===== src/rtl/heap_ctrl.sv =====
// Binary heap engine driving one synchronous-read memory port; min-heap by default.
// Define HEAP_MAX_EN to build a max-heap (strict greater-than ordering) instead.
module heap_ctrl #(
  parameter int DW = 32,
  parameter int AW = 5
) (
  input  logic          clk,
  input  logic          rst,
  input  logic          cmd_valid,
  output logic          cmd_ready,
  input  logic          cmd_op,
  input  logic [DW-1:0] cmd_data,
  output logic          rsp_valid,
  output logic [DW-1:0] rsp_data,
  output logic          err,
  output logic [AW:0]   count,
  output logic          full,
  output logic          empty,
  output logic [AW-1:0] mem_addr,
  output logic          mem_we,
  output logic [DW-1:0] mem_din,
  input  logic [DW-1:0] mem_dout
);

  localparam logic [3:0] S_IDLE    = 4'd0;
  localparam logic [3:0] S_PU_RD   = 4'd1;
  localparam logic [3:0] S_PU_CMP  = 4'd2;
  localparam logic [3:0] S_WR      = 4'd3;
  localparam logic [3:0] S_PO_ROOT = 4'd4;
  localparam logic [3:0] S_PO_LAST = 4'd5;
  localparam logic [3:0] S_PD_RDL  = 4'd6;
  localparam logic [3:0] S_PD_RDR  = 4'd7;
  localparam logic [3:0] S_PD_CMP  = 4'd8;
  localparam logic [3:0] S_DONE    = 4'd9;

  localparam logic [AW:0]   DEPTH   = {1'b1, {AW{1'b0}}};
  localparam logic [AW:0]   CNT_ONE = {{AW{1'b0}}, 1'b1};
  localparam logic [AW-1:0] IDX_ONE = {{(AW-1){1'b0}}, 1'b1};
  localparam logic [AW:0]   IDX_TWO = {{(AW-1){1'b0}}, 2'b10};

  function automatic logic better(input logic [DW-1:0] a, input logic [DW-1:0] b);
`ifdef HEAP_MAX_EN
    return a > b;
`else
    return a < b;
`endif
  endfunction

  logic [3:0]    state_q, state_d;
  logic [AW:0]   count_q, count_d;
  logic [AW-1:0] hole_q, hole_d;
  logic [DW-1:0] key_q, key_d;
  logic [DW-1:0] left_q, left_d;
  logic [DW-1:0] rsp_data_q, rsp_data_d;
  logic          err_q, err_d;
  logic          first_q, first_d;

  logic          accept_s, illegal_s, pick_r_s;
  logic [AW-1:0] parent_s, child_idx_s;
  logic [AW:0]   lchild_s, rchild_s;
  logic [DW-1:0] child_val_s;

  // Child indices carry one extra bit so 2i+2 never aliases onto a live node.
  assign parent_s    = (hole_q - IDX_ONE) >> 1;
  assign lchild_s    = {hole_q, 1'b1};
  assign rchild_s    = {hole_q, 1'b0} + IDX_TWO;
  assign pick_r_s    = (rchild_s < count_q) && better(mem_dout, left_q);
  assign child_val_s = pick_r_s ? mem_dout : left_q;
  assign child_idx_s = pick_r_s ? rchild_s[AW-1:0] : lchild_s[AW-1:0];

  assign cmd_ready = (state_q == S_IDLE) && !rst;
  assign accept_s  = cmd_valid && cmd_ready;
  assign illegal_s = cmd_op ? (count_q == '0) : (count_q == DEPTH);

  assign rsp_valid = (state_q == S_WR) || (state_q == S_DONE);
  assign rsp_data  = rsp_data_q;
  assign err       = err_q;
  assign count     = count_q;
  assign full      = (count_q == DEPTH);
  assign empty     = (count_q == '0);

  // Next-state and memory-port decode; writes in the compare states use mem_dout directly.
  always_comb begin
    state_d    = state_q;
    count_d    = count_q;
    hole_d     = hole_q;
    key_d      = key_q;
    left_d     = left_q;
    rsp_data_d = rsp_data_q;
    err_d      = 1'b0;
    first_d    = first_q;
    mem_addr   = '0;
    mem_we     = 1'b0;
    mem_din    = '0;
    case (state_q)
      S_IDLE: begin
        if (accept_s && illegal_s) begin
          err_d = 1'b1;
        end else if (accept_s && !cmd_op) begin
          key_d   = cmd_data;
          hole_d  = count_q[AW-1:0];
          count_d = count_q + CNT_ONE;
          state_d = (count_q == '0) ? S_WR : S_PU_RD;
        end else if (accept_s) begin
          count_d = count_q - CNT_ONE;
          state_d = S_PO_ROOT;
        end else begin
          state_d = S_IDLE;
        end
      end
      S_PU_RD: begin
        mem_addr = parent_s;
        state_d  = S_PU_CMP;
      end
      S_PU_CMP: begin
        mem_addr = hole_q;
        if (better(key_q, mem_dout)) begin
          mem_we  = 1'b1;
          mem_din = mem_dout;
          hole_d  = parent_s;
          state_d = (parent_s == '0) ? S_WR : S_PU_RD;
        end else begin
          state_d = S_WR;
        end
      end
      S_WR: begin
        mem_addr = hole_q;
        mem_we   = 1'b1;
        mem_din  = key_q;
        state_d  = S_IDLE;
      end
      S_PO_ROOT: begin
        mem_addr = '0;
        state_d  = S_PO_LAST;
      end
      S_PO_LAST: begin
        rsp_data_d = mem_dout;
        mem_addr   = count_q[AW-1:0];
        if (count_q == '0) begin
          state_d = S_DONE;
        end else begin
          hole_d  = '0;
          first_d = 1'b1;
          state_d = S_PD_RDL;
        end
      end
      S_PD_RDL: begin
        // The displaced last key lands here only on the first pass.
        if (first_q) begin
          key_d = mem_dout;
        end else begin
          key_d = key_q;
        end
        first_d  = 1'b0;
        mem_addr = lchild_s[AW-1:0];
        state_d  = (lchild_s < count_q) ? S_PD_RDR : S_WR;
      end
      S_PD_RDR: begin
        left_d   = mem_dout;
        mem_addr = rchild_s[AW-1:0];
        state_d  = S_PD_CMP;
      end
      S_PD_CMP: begin
        if (better(child_val_s, key_q)) begin
          mem_addr = hole_q;
          mem_we   = 1'b1;
          mem_din  = child_val_s;
          hole_d   = child_idx_s;
          state_d  = S_PD_RDL;
        end else begin
          state_d = S_WR;
        end
      end
      S_DONE: begin
        state_d = S_IDLE;
      end
      default: begin
        state_d = S_IDLE;
      end
    endcase
  end

  // State registers with synchronous reset; heap memory contents are left as-is.
  always_ff @(posedge clk) begin
    if (rst) begin
      state_q    <= S_IDLE;
      count_q    <= '0;
      hole_q     <= '0;
      key_q      <= '0;
      left_q     <= '0;
      rsp_data_q <= '0;
      err_q      <= 1'b0;
      first_q    <= 1'b0;
    end else begin
      state_q    <= state_d;
      count_q    <= count_d;
      hole_q     <= hole_d;
      key_q      <= key_d;
      left_q     <= left_d;
      rsp_data_q <= rsp_data_d;
      err_q      <= err_d;
      first_q    <= first_d;
    end
  end

endmodule


===== config.mk =====
export PLATFORM = sky130hd
export DESIGN_NAME = heap_ctrl
export DESIGN_NICKNAME = d
export VERILOG_FILES = /design/src/rtl/heap_ctrl.sv
export SDC_FILE = /design/constraint.sdc
export NUM_CORES = 1
export LEC_CHECK = 0
export BUFFER_PORTS_ARGS = -buffer_cell sky130_fd_sc_hd__buf_2
export CAP_MARGIN = 15
export CORE_MARGIN = 3
export CORE_UTILIZATION = 40
export CTS_CLUSTER_DIAMETER = 80
export CTS_CLUSTER_SIZE = 24
export DETAILED_ROUTE_END_ITERATION = 8
export PLACE_DENSITY = 0.68
export RECOVER_POWER = 50
export REMOVE_ABC_BUFFERS = 1
export SETUP_SLACK_MARGIN = 0.1
export SLEW_MARGIN = 20
export SYNTH_ARGS = -nofsm -noshare
export SYNTH_HDL_FRONTEND = slang
export SYNTH_SLANG_ARGS = --single-unit

===== constraint.sdc =====
create_clock -name clk -period 6.7 [get_ports clk]
set_input_delay 0 -clock clk [delete_from_list [all_inputs] [get_ports clk]]
set_output_delay 0 -clock clk [all_outputs]
set_load 0.05 [all_outputs]

; ---- Word-level counts from Yosys, hierarchy flattened
; Index checks and enable logic that the tools add are counted.
[word_totals]
ff_bits = 113
output_inout_bits = 81
[classes]
n_reduce_logical = 21
add_sub_neg = 4
n_eq_ne = 16
muxes = 36
bitwise_logic = 2
magnitude_cmp = 5
[ops]
columns = op, count
row1 = two-way mux 32 bit, 6
row2 = < comparator 32 bit, 3
row3 = one-hot mux 32 bit (3 select lines), 1
row4 = one-hot mux 32 bit (2 select lines), 1
row5 = two-way mux 5 bit, 7
row6 = one-hot mux 4 bit (8 select lines), 1
row7 = one-hot mux 5 bit (6 select lines), 1
row8 = one-hot mux 5 bit (4 select lines), 1
row9 = equality test 4 x 3 -> 1 bit (second input constant), 4
row10 = < comparator 6 bit, 2
row11 = two-way mux 3 bit, 4
row12 = two-way mux 6 bit, 2
row13 = inequality test 2 bit (second input constant), 5
row14 = equality test 4 x 2 -> 1 bit (second input constant), 2
row15 = equality test 4 bit (second input constant), 2
row16 = two-way mux 4 bit, 2
row17 = adder 6 x 1 -> 6 bit (second input constant), 1
row18 = adder 6 x 2 -> 6 bit (second input constant), 1
row19 = equality test 6 bit (second input constant), 1
row20 = zero test 6 bit, 1
row21 = two-way mux 2 bit, 3
row22 = AND reduction 6 bit, 1
row23 = nonzero test 2 bit, 3
row24 = subtractor 6 x 1 -> 6 bit (second input constant), 1
row25 = 17 further kinds, 28

; ---- Depth between registers and ports, before layout
; Gate-level depths: netlist of run 1.
[logic_depth]
word_depth = 7
depth_mapped = 21
mapped_depth_nobuf = 18

; ---- Worst setup path after synthesis of run 1
; OpenSTA, ideal clock, no wires.
[synth_path]
path_type = register to output
from = register count_q[1], in the netlist count[1]
to = output port mem_addr[2]
path_slack_ns = 1.583
t_arrival_ns = 5.117
stages_incl_launch_ff = 20
cell_sequence = dfxtp_1 inv_1 ha_1 nor2b_1 o211ai_1 a31oi_1 or4_4 nor2_4 clkbuf_1 o21ai_0 ha_1 nand4_1 nor3_1 a2111oi_0 a32oi_1 nor2_1 and2_1 clkbuf_1 nand2_1 o2111ai_1
[synth_via]
elab_chain_cells = 6
[synth_lines]
columns = item, line
row1 = from (decl), 50  ; logic [AW:0] count_q, count_d;
row2 = from (signal assigned), 196  ; count_q <= count_d;
row3 = < comparator 6 bit, 67  ; assign pick_r_s = (rchild_s < count_q) && better(mem_dout, left_q);
row4 = logical AND 1 bit, 67
row5 = two-way mux 32 bit, 68  ; assign child_val_s = pick_r_s ? mem_dout : left_q;
row6 = < comparator 32 bit, 45  ; return a < b;
row7 = two-way mux 5 bit, 164  ; if (better(child_val_s, key_q)) begin
row8 = one-hot mux 5 bit (6 select lines), 95  ; case (state_q)
row9 = to (decl), 19  ; output logic [AW-1:0] mem_addr,
; Every way passes these cells.

; ---- Worst setup path after layout of run 1
[layout_path]
from = register hole_q[0]
to = output port mem_din[31]
[layout_via]
elab_chain_cells = 7
[layout_lines]
columns = item, line
row1 = from (decl), 51  ; logic [AW-1:0] hole_q, hole_d;
row2 = from (signal assigned), 197  ; hole_q <= hole_d;
row3 = adder 6 x 2 -> 6 bit (*), 66  ; assign rchild_s = {hole_q, 1'b0} + IDX_TWO;
row4 = < comparator 6 bit (*), 67
row5 = logical AND 1 bit (*), 67
row6 = two-way mux 32 bit (*), 68
row7 = < comparator 32 bit, 45
row8 = two-way mux 32 bit (*), 164
row9 = one-hot mux 32 bit (3 select lines) (*), 95
row10 = to (decl), 21  ; output logic [DW-1:0] mem_din,
; Mark *: on every way between the ends. The rest lies on a longest branch, timed or not.

==> run_results.csv, run 1 <==
group,metric,value,unit
cts,ctsResizeCount,0,
die,initial_core_util,0.411,
place,place_congestion,0.916,
yosys,synth_warnings,0,
die,ios,149,
yosys,ys_top_cells_by_count,"nand2_1, a21oi_1, inv_1, dfxtp_1, ha_1",
critical_path,worstPathCellList,"inv_1, ha_1, ha_1, o211ai_1, a31oi_1, or4_4, nor2_4, o21ai_0, ha_1, nand2_1, nor3_1, a2111oi_0, a32oi_1, nor2_1, and2_1, buf_4, nand3_1, o221ai_1, buf_2",
yosys,synth_flop_cell,"dfxtp_1",
sta,hold_viol_final,0,
route,ant_nets,0,
cells_and_area,synthToLayoutAreaGrowth,24.3,%
power,p_seq_frac,0.280,
critical_path,end_kind,"output pin",
critical_path,critPathKind,"reg -> out",
sta,slew_headroom,-0.289,
sta,tightest_slew,1.93,ns
yosys,synth_top_cells_by_area,"dfxtp_1, ha_1, nand2_1, a21oi_1, inv_1",
die,die_y,154,µm
global_route,grt_pass1_vias,9268,
die,fp.dieW,154,µm
outcome,violations,"capacitance limit, slew limit",
min_path,hold_path_depth,2,
power,p_switching,0.00107,W
power,switching_share,0.390,
cts,cts_tree,"done",
critical_path,timing.rr.start,"hole_q[0]$_SDFFE_PP0P_",
yosys,synth_edf_count,0,
power,combinationalPowerShare,0.381,
cts,clock_path_buffers,2,
route,first_pass_iters,5,
sta,timing.final.crit_share,0.908,
outcome,outcome,"complete, but fails checks",
cells_and_area,fin_nets,1526,
critical_path,reg2regPathDepth,17,
route,drcViolationCount,0,
critical_path,cpPeakStageDelay,0.62,ns
sta,grt_setup_unrepaired,"false",
power,power_density,253,nW/µm²
critical_path,r2r_end,"hole_q[1]$_SDFFE_PP0P_",
yosys,synthesis.area,8750,µm²
cts,cts_buffers,17,
power,intPower,0.00168,W
route,drt-total-wl,29500,µm
min_path,hp-class,"in -> reg",
die,coreArea,21300,µm²
global_route,antenna_found_initial,0,
cells_and_area,layout-drive-gt1-share,0.126,
route,drt-initial-drc-count,751,
cells_and_area,final_design_area_no_fill,10900,µm²
global_route,gr-usage-all-layers,0.252,
route,wl_per_cell,18.0,µm
sta,drv_slew,34,
sta,fin_ws,0.618,ns
die,die_area,23700,µm²
cts,path_clk_slew,0.05,ns
route,drt-vias-per-instance,5.61,
critical_path,r2r_slack,1.25,ns
yosys,netlist_instances,1168,
critical_path,cp-endpoint,"mem_din[31]",
yosys,ys_seq_elements,113,
sta,fin_skew,0.00839,ns
sta,finalCriticalPeriod,6.08,ns
yosys,seq_area_frac_synth,0.259,
critical_path,cp.required,6.70,ns
critical_path,crit_start,"hole_q[0]$_SDFFE_PP0P_",
critical_path,crit_arrival,6.08,ns
global_route,grt_pass1_wl,48700,µm
sta,setup_viol,0,
place,placed_area,9700,µm²
global_route,gr-total-overflow,0,
cells_and_area,final_util,0.511,
power,total_power,0.00276,W
cts,cts_root_buffer,"clkbuf_16",
place,hpwl,20800,µm
cts,worstSkewPairLatency,0.42,ns
place,dp_slack,1.18,ns
yosys,yosysUniqueCellTypes,72,
cells_and_area,fillCellCount,2091,
die,row_count,53,
yosys,ys_async_sr_fraction,0,
route,vias,9176,
cts,cts_sinks,113,
power,ir_drop,0.000190,V
cts,postCtsSetupBuffers,0,
global_route,grt_max_degree,76,
critical_path,setup.worst_path.start_class,"register",
yosys,yosys.area.top_type,"dfxtp_1",
yosys,synth_area_per_cell,7.49,µm²
sta,fin_tns_setup,0,ns
yosys,synth_top_area_share,0.259,
cts,htree_levels,4,
power,leakage,4.29,nW
job,max_cap_violations,1,
critical_path,cp_max_fo,25,
place,port-buffer-count,148,
cells_and_area,n_antenna_cell,0,
critical_path,critPathMostFrequentCell,"ha_1",
yosys,synth_most_common_cell,"nand2_1",
power,pwr-share-clk,0.339,
critical_path,crit_slowest_cell,"or4_4",
sta,timing.fmax,164,MHz
-- repair_timing --
item                                    CTS  global route
endpoints found under the hold margin    97             0
hold buffers                             66             0
endpoints found under the setup margin    0             0
-- how the worst min path moves through the flow --
stage	startpoint	endpoint	slack [ns]
after floorplan	rst	count[1]$_SDFFE_PP0P_	0.07
after global placement	mem_dout[21]	rsp_data[21]$_SDFFE_PP0P_	0.30
after detailed placement	mem_dout[20]	left_q[20]$_SDFFE_PP0N_	0.31
after CTS	rst	count[0]$_SDFFE_PP0P_	0.02
after global routing	rst	count[0]$_SDFFE_PP0P_	0.03
final	rst	count[4]$_SDFFE_PP0P_	0.02
-- cell type report --
| cell class | instances | area (µm²) | share of cell area |
|---|---|---|---|
| clock inverter | 10 | 134 | 0.0123 |
| inverter | 115 | 432 | 0.0397 |
| sequential | 113 | 2260 | 0.208 |
| tap | 275 | 344 | 0.0316 |
| clock buffer | 22 | 464 | 0.0427 |
| multi-input combinational | 870 | 5770 | 0.530 |
| timing repair buffer | 231 | 1470 | 0.135 |
-- through the flow --
step | hold slack [ns] | instances
finish | 0.0250 | 1636
global route | 0.0346 | 1636
CTS | 0.0157 | 1636
detailed placement | 0.305 | 1538
global placement | 0.298 | 1538
floorplan | 0.0691 | 1098
-- cell families (layout without fill, tap and decap cells) --
family,after synthesis,in the layout,share of synthesized area
AND/OR/NAND/NOR,388,388,0.206
AO/OA/AOI/OAI,318,318,0.236
buffers and inverters,185,378,0.0815
XOR/XNOR,17,17,0.0170
adder cells (fa/ha/maj),110,110,0.158
flip-flops,113,113,0.259
multiplexers,37,37,0.0429
-- worst max-delay path, delay by kind of cell (launching register included) --
family,cells,cell delay (ns)
AND/OR/NAND/NOR,7,2.00
flip-flops,1,0.44
adder cells (fa/ha/maj),3,1.07
AO/OA/AOI/OAI,6,1.25
buffers and inverters,3,0.87
-- layout by cell type, fill, tap and decap left out, types with 41 or more instances in the layout --
master,count
buf_2,106
ha_1,109
nor2_1,64
inv_1,114
o21ai_0,57
dlygate4sd3_1,66
clkbuf_1,46
a21oi_1,116
nand3_1,84
nand2_1,170
a211oi_1,41
dfxtp_1,113
-- layer usage --
metal,wire (µm),GRT usage,vias to the layer above
met2,13400,0.409,315
met4,661,0.0854,0
met5,0,0,-
met1,13800,0.343,4288
met3,1680,0.0374,40
li1,-,-,4533
-- power by group through the flow --
stage	registers [W]	clock network (W)	logic [W]
6_report	0.000771	0.000935	0.00105
5_1_grt	0.000777	0.000987	0.00117
4_1_cts	0.000770	0.000957	0.00105
3_5_place_dp	0.000784	0	0.00101
3_3_place_gp	0.000783	0	0.00100
2_1_floorplan	0.000797	0	0.000684
-- registers in the layout (all words and copies together), names as in the netlist --
signal and count:
count 6, err 1, first_q 1, hole_q 5, key_q 32, left_q 32
rsp_data 32, state_q 4
No activity file was read; power rests on OpenSTA's default activity.
==> run 2: changes to the inputs <==
Settings changed: CORE_ASPECT_RATIO from default to 0.7.
==> run_results.csv, run 2 (synthesis results as in run 1) <==
group,metric,value,unit
global_route,grt_pass1_wl,46500,µm
cts,clock_path_buffers,2,
cells_and_area,layout_commonest_cell,"nand2_1",
critical_path,crit_family,"simple AND/OR/NAND/NOR gates",
sta,finalCriticalPeriod,6.02,ns
job,max_cap_violations,2,
critical_path,critPathMostFrequentCell,"ha_1",
cells_and_area,layout-drive-gt1-share,0.128,
critical_path,cp.required,6.70,ns
critical_path,end_kind,"output pin",
place,dp_slack,1.21,ns
global_route,gr-usage-all-layers,0.244,
place,placed_area,9710,µm²
power,ir_drop,0.000178,V
route,wl_per_cell,17.6,µm
die,die_area,23700,µm²
die,die_y,130,µm
global_route,gr-total-overflow,0,
sta,hold_viol_final,0,
die,coreArea,21100,µm²
critical_path,path_depth,20,
sta,slew_headroom,-0.291,
route,drcViolationCount,0,
sta,grt_setup_unrepaired,"false",
cells_and_area,fin_nets,1529,
route,vias,9078,
die,initial_core_util,0.415,
die,ios,149,
cts,cts_sinks,113,
cts,cts_tree,"done",
critical_path,critPathKind,"reg -> out",
global_route,antenna_found_initial,0,
route,drt-vias-per-instance,5.54,
power,leakage,4.31,nW
critical_path,crit_arrival,6.02,ns
sta,fin_tns_setup,0,ns
global_route,grt_pass1_vias,8713,
global_route,grt_max_degree,78,
cts,cts_root_buffer,"clkbuf_16",
sta,fin_skew,0.00833,ns
route,drt-initial-drc-count,715,
cts,postCtsSetupBuffers,0,
die,row_count,44,
outcome,violations,"capacitance limit, slew limit",
critical_path,worstPathCellList,"inv_1, ha_1, ha_1, o211ai_1, a31oi_1, or4_4, nor2_4, buf_4, o21ai_0, ha_1, nand4_1, nor3_1, a2111oi_0, a32oi_1, nor2_1, and2_1, buf_4, a21oi_1, o22ai_1, buf_2",
cells_and_area,n_antenna_cell,0,
sta,fin_ws,0.682,ns
cells_and_area,final_design_area_no_fill,10900,µm²
place,placed_cells,1540,
outcome,outcome,"complete, but fails checks",
route,drt-total-wl,28800,µm
critical_path,crit_slowest_cell,"or4_4",
cells_and_area,final_cell_count_no_fill,1639,
sta,drv_slew,68,
cells_and_area,layout_common_cells,"nand2_1, a21oi_1, inv_1",
critical_path,reg2regPathDepth,18,
cts,worstSkewPairLatency,0.43,ns
cts,htree_levels,4,
place,place_congestion,0.918,
sta,tightest_slew,1.94,ns
min_path,hp-class,"in -> reg",
cells_and_area,fillCellCount,2054,
power,power_density,255,nW/µm²
cts,cts.hold.buffers_added,68,
sta,setup_viol,0,
sta,fin_hold_ws,0.00863,ns
cells_and_area,synthToLayoutAreaGrowth,24.8,%
critical_path,cp_num_buf_inv,4,
route,first_pass_iters,5,
cts,cts_buffers,17,
route,ant_nets,0,
sta,timing.final.crit_share,0.898,
critical_path,cpPeakStageDelay,0.62,ns
die,fp.dieW,183,µm
sta,timing.fmax,166,MHz
cts,path_clk_slew,0.06,ns
critical_path,setup.worst_path.start_class,"register",
min_path,hold_path_depth,5,
place,hpwl,20000,µm
cts,ctsResizeCount,0,
critical_path,cp_max_fo,32,
place,port-buffer-count,148,
## run 2: per-layer routing
| metal | up-vias | global-route usage | part of all wire |
|---|---|---|---|
| met5 | - | 0 | 0 |
| met4 | 0 | 0.0542 | 0.012 |
| met3 | 25 | 0.0527 | 0.076 |
| met2 | 342 | 0.363 | 0.42 |
| met1 | 4188 | 0.364 | 0.50 |
| li1 | 4523 | - | - |
## run 2: area by class of cell
type	count	area [µm²]	share of cell area
Clock buffer	19	443	0.0406
Clock inverter	12	165	0.0151
Inverter	115	432	0.0395
Multi-Input combinational cell	870	5770	0.529
Sequential cell	113	2260	0.207
Tap cell	276	345	0.0316
Timing Repair Buffer	234	1500	0.137
## run 2: through the flow
stage / utilization / power [W]
6_report: 0.518 / 0.00278
5_1_grt: 0.518 / 0.00295
4_1_cts: 0.522 / 0.00279
3_5_place_dp: 0.461 / 0.00179
3_3_place_gp: 0.461 / 0.00178
2_1_floorplan: - / 0.00148
## run 2: tightest hold or removal path: stages
cell and delay, ns:
buf_2 0.13, xnor2_1 0.08, nand2_1 0.07, xnor2_1 0.06
nor2_1 0.07
## run 2: final timing paths
| path | slack (ns) | startpoint | endpoint |
|---|---|---|---|
| max reg2reg | 1.20 | hole_q[0]$_SDFFE_PP0P_ | hole_q[1]$_SDFFE_PP0P_ |
| min | 0.009 | cmd_op | count[5]$_SDFFE_PP0P_ |
| min reg2reg | 0.45 | rsp_data[28]$_SDFFE_PP0P_ | rsp_data[28]$_SDFFE_PP0P_ |
| max | 0.68 | hole_q[0]$_SDFFE_PP0P_ | mem_addr[0] |
## run 2: power breakdown
part / internal, W / total (W) / switching, W
Clock: 0.000625 / 0.000966 / 0.000341
Sequential: 0.000708 / 0.000755 / 0.0000471
Combinational: 0.000371 / 0.00106 / 0.000691
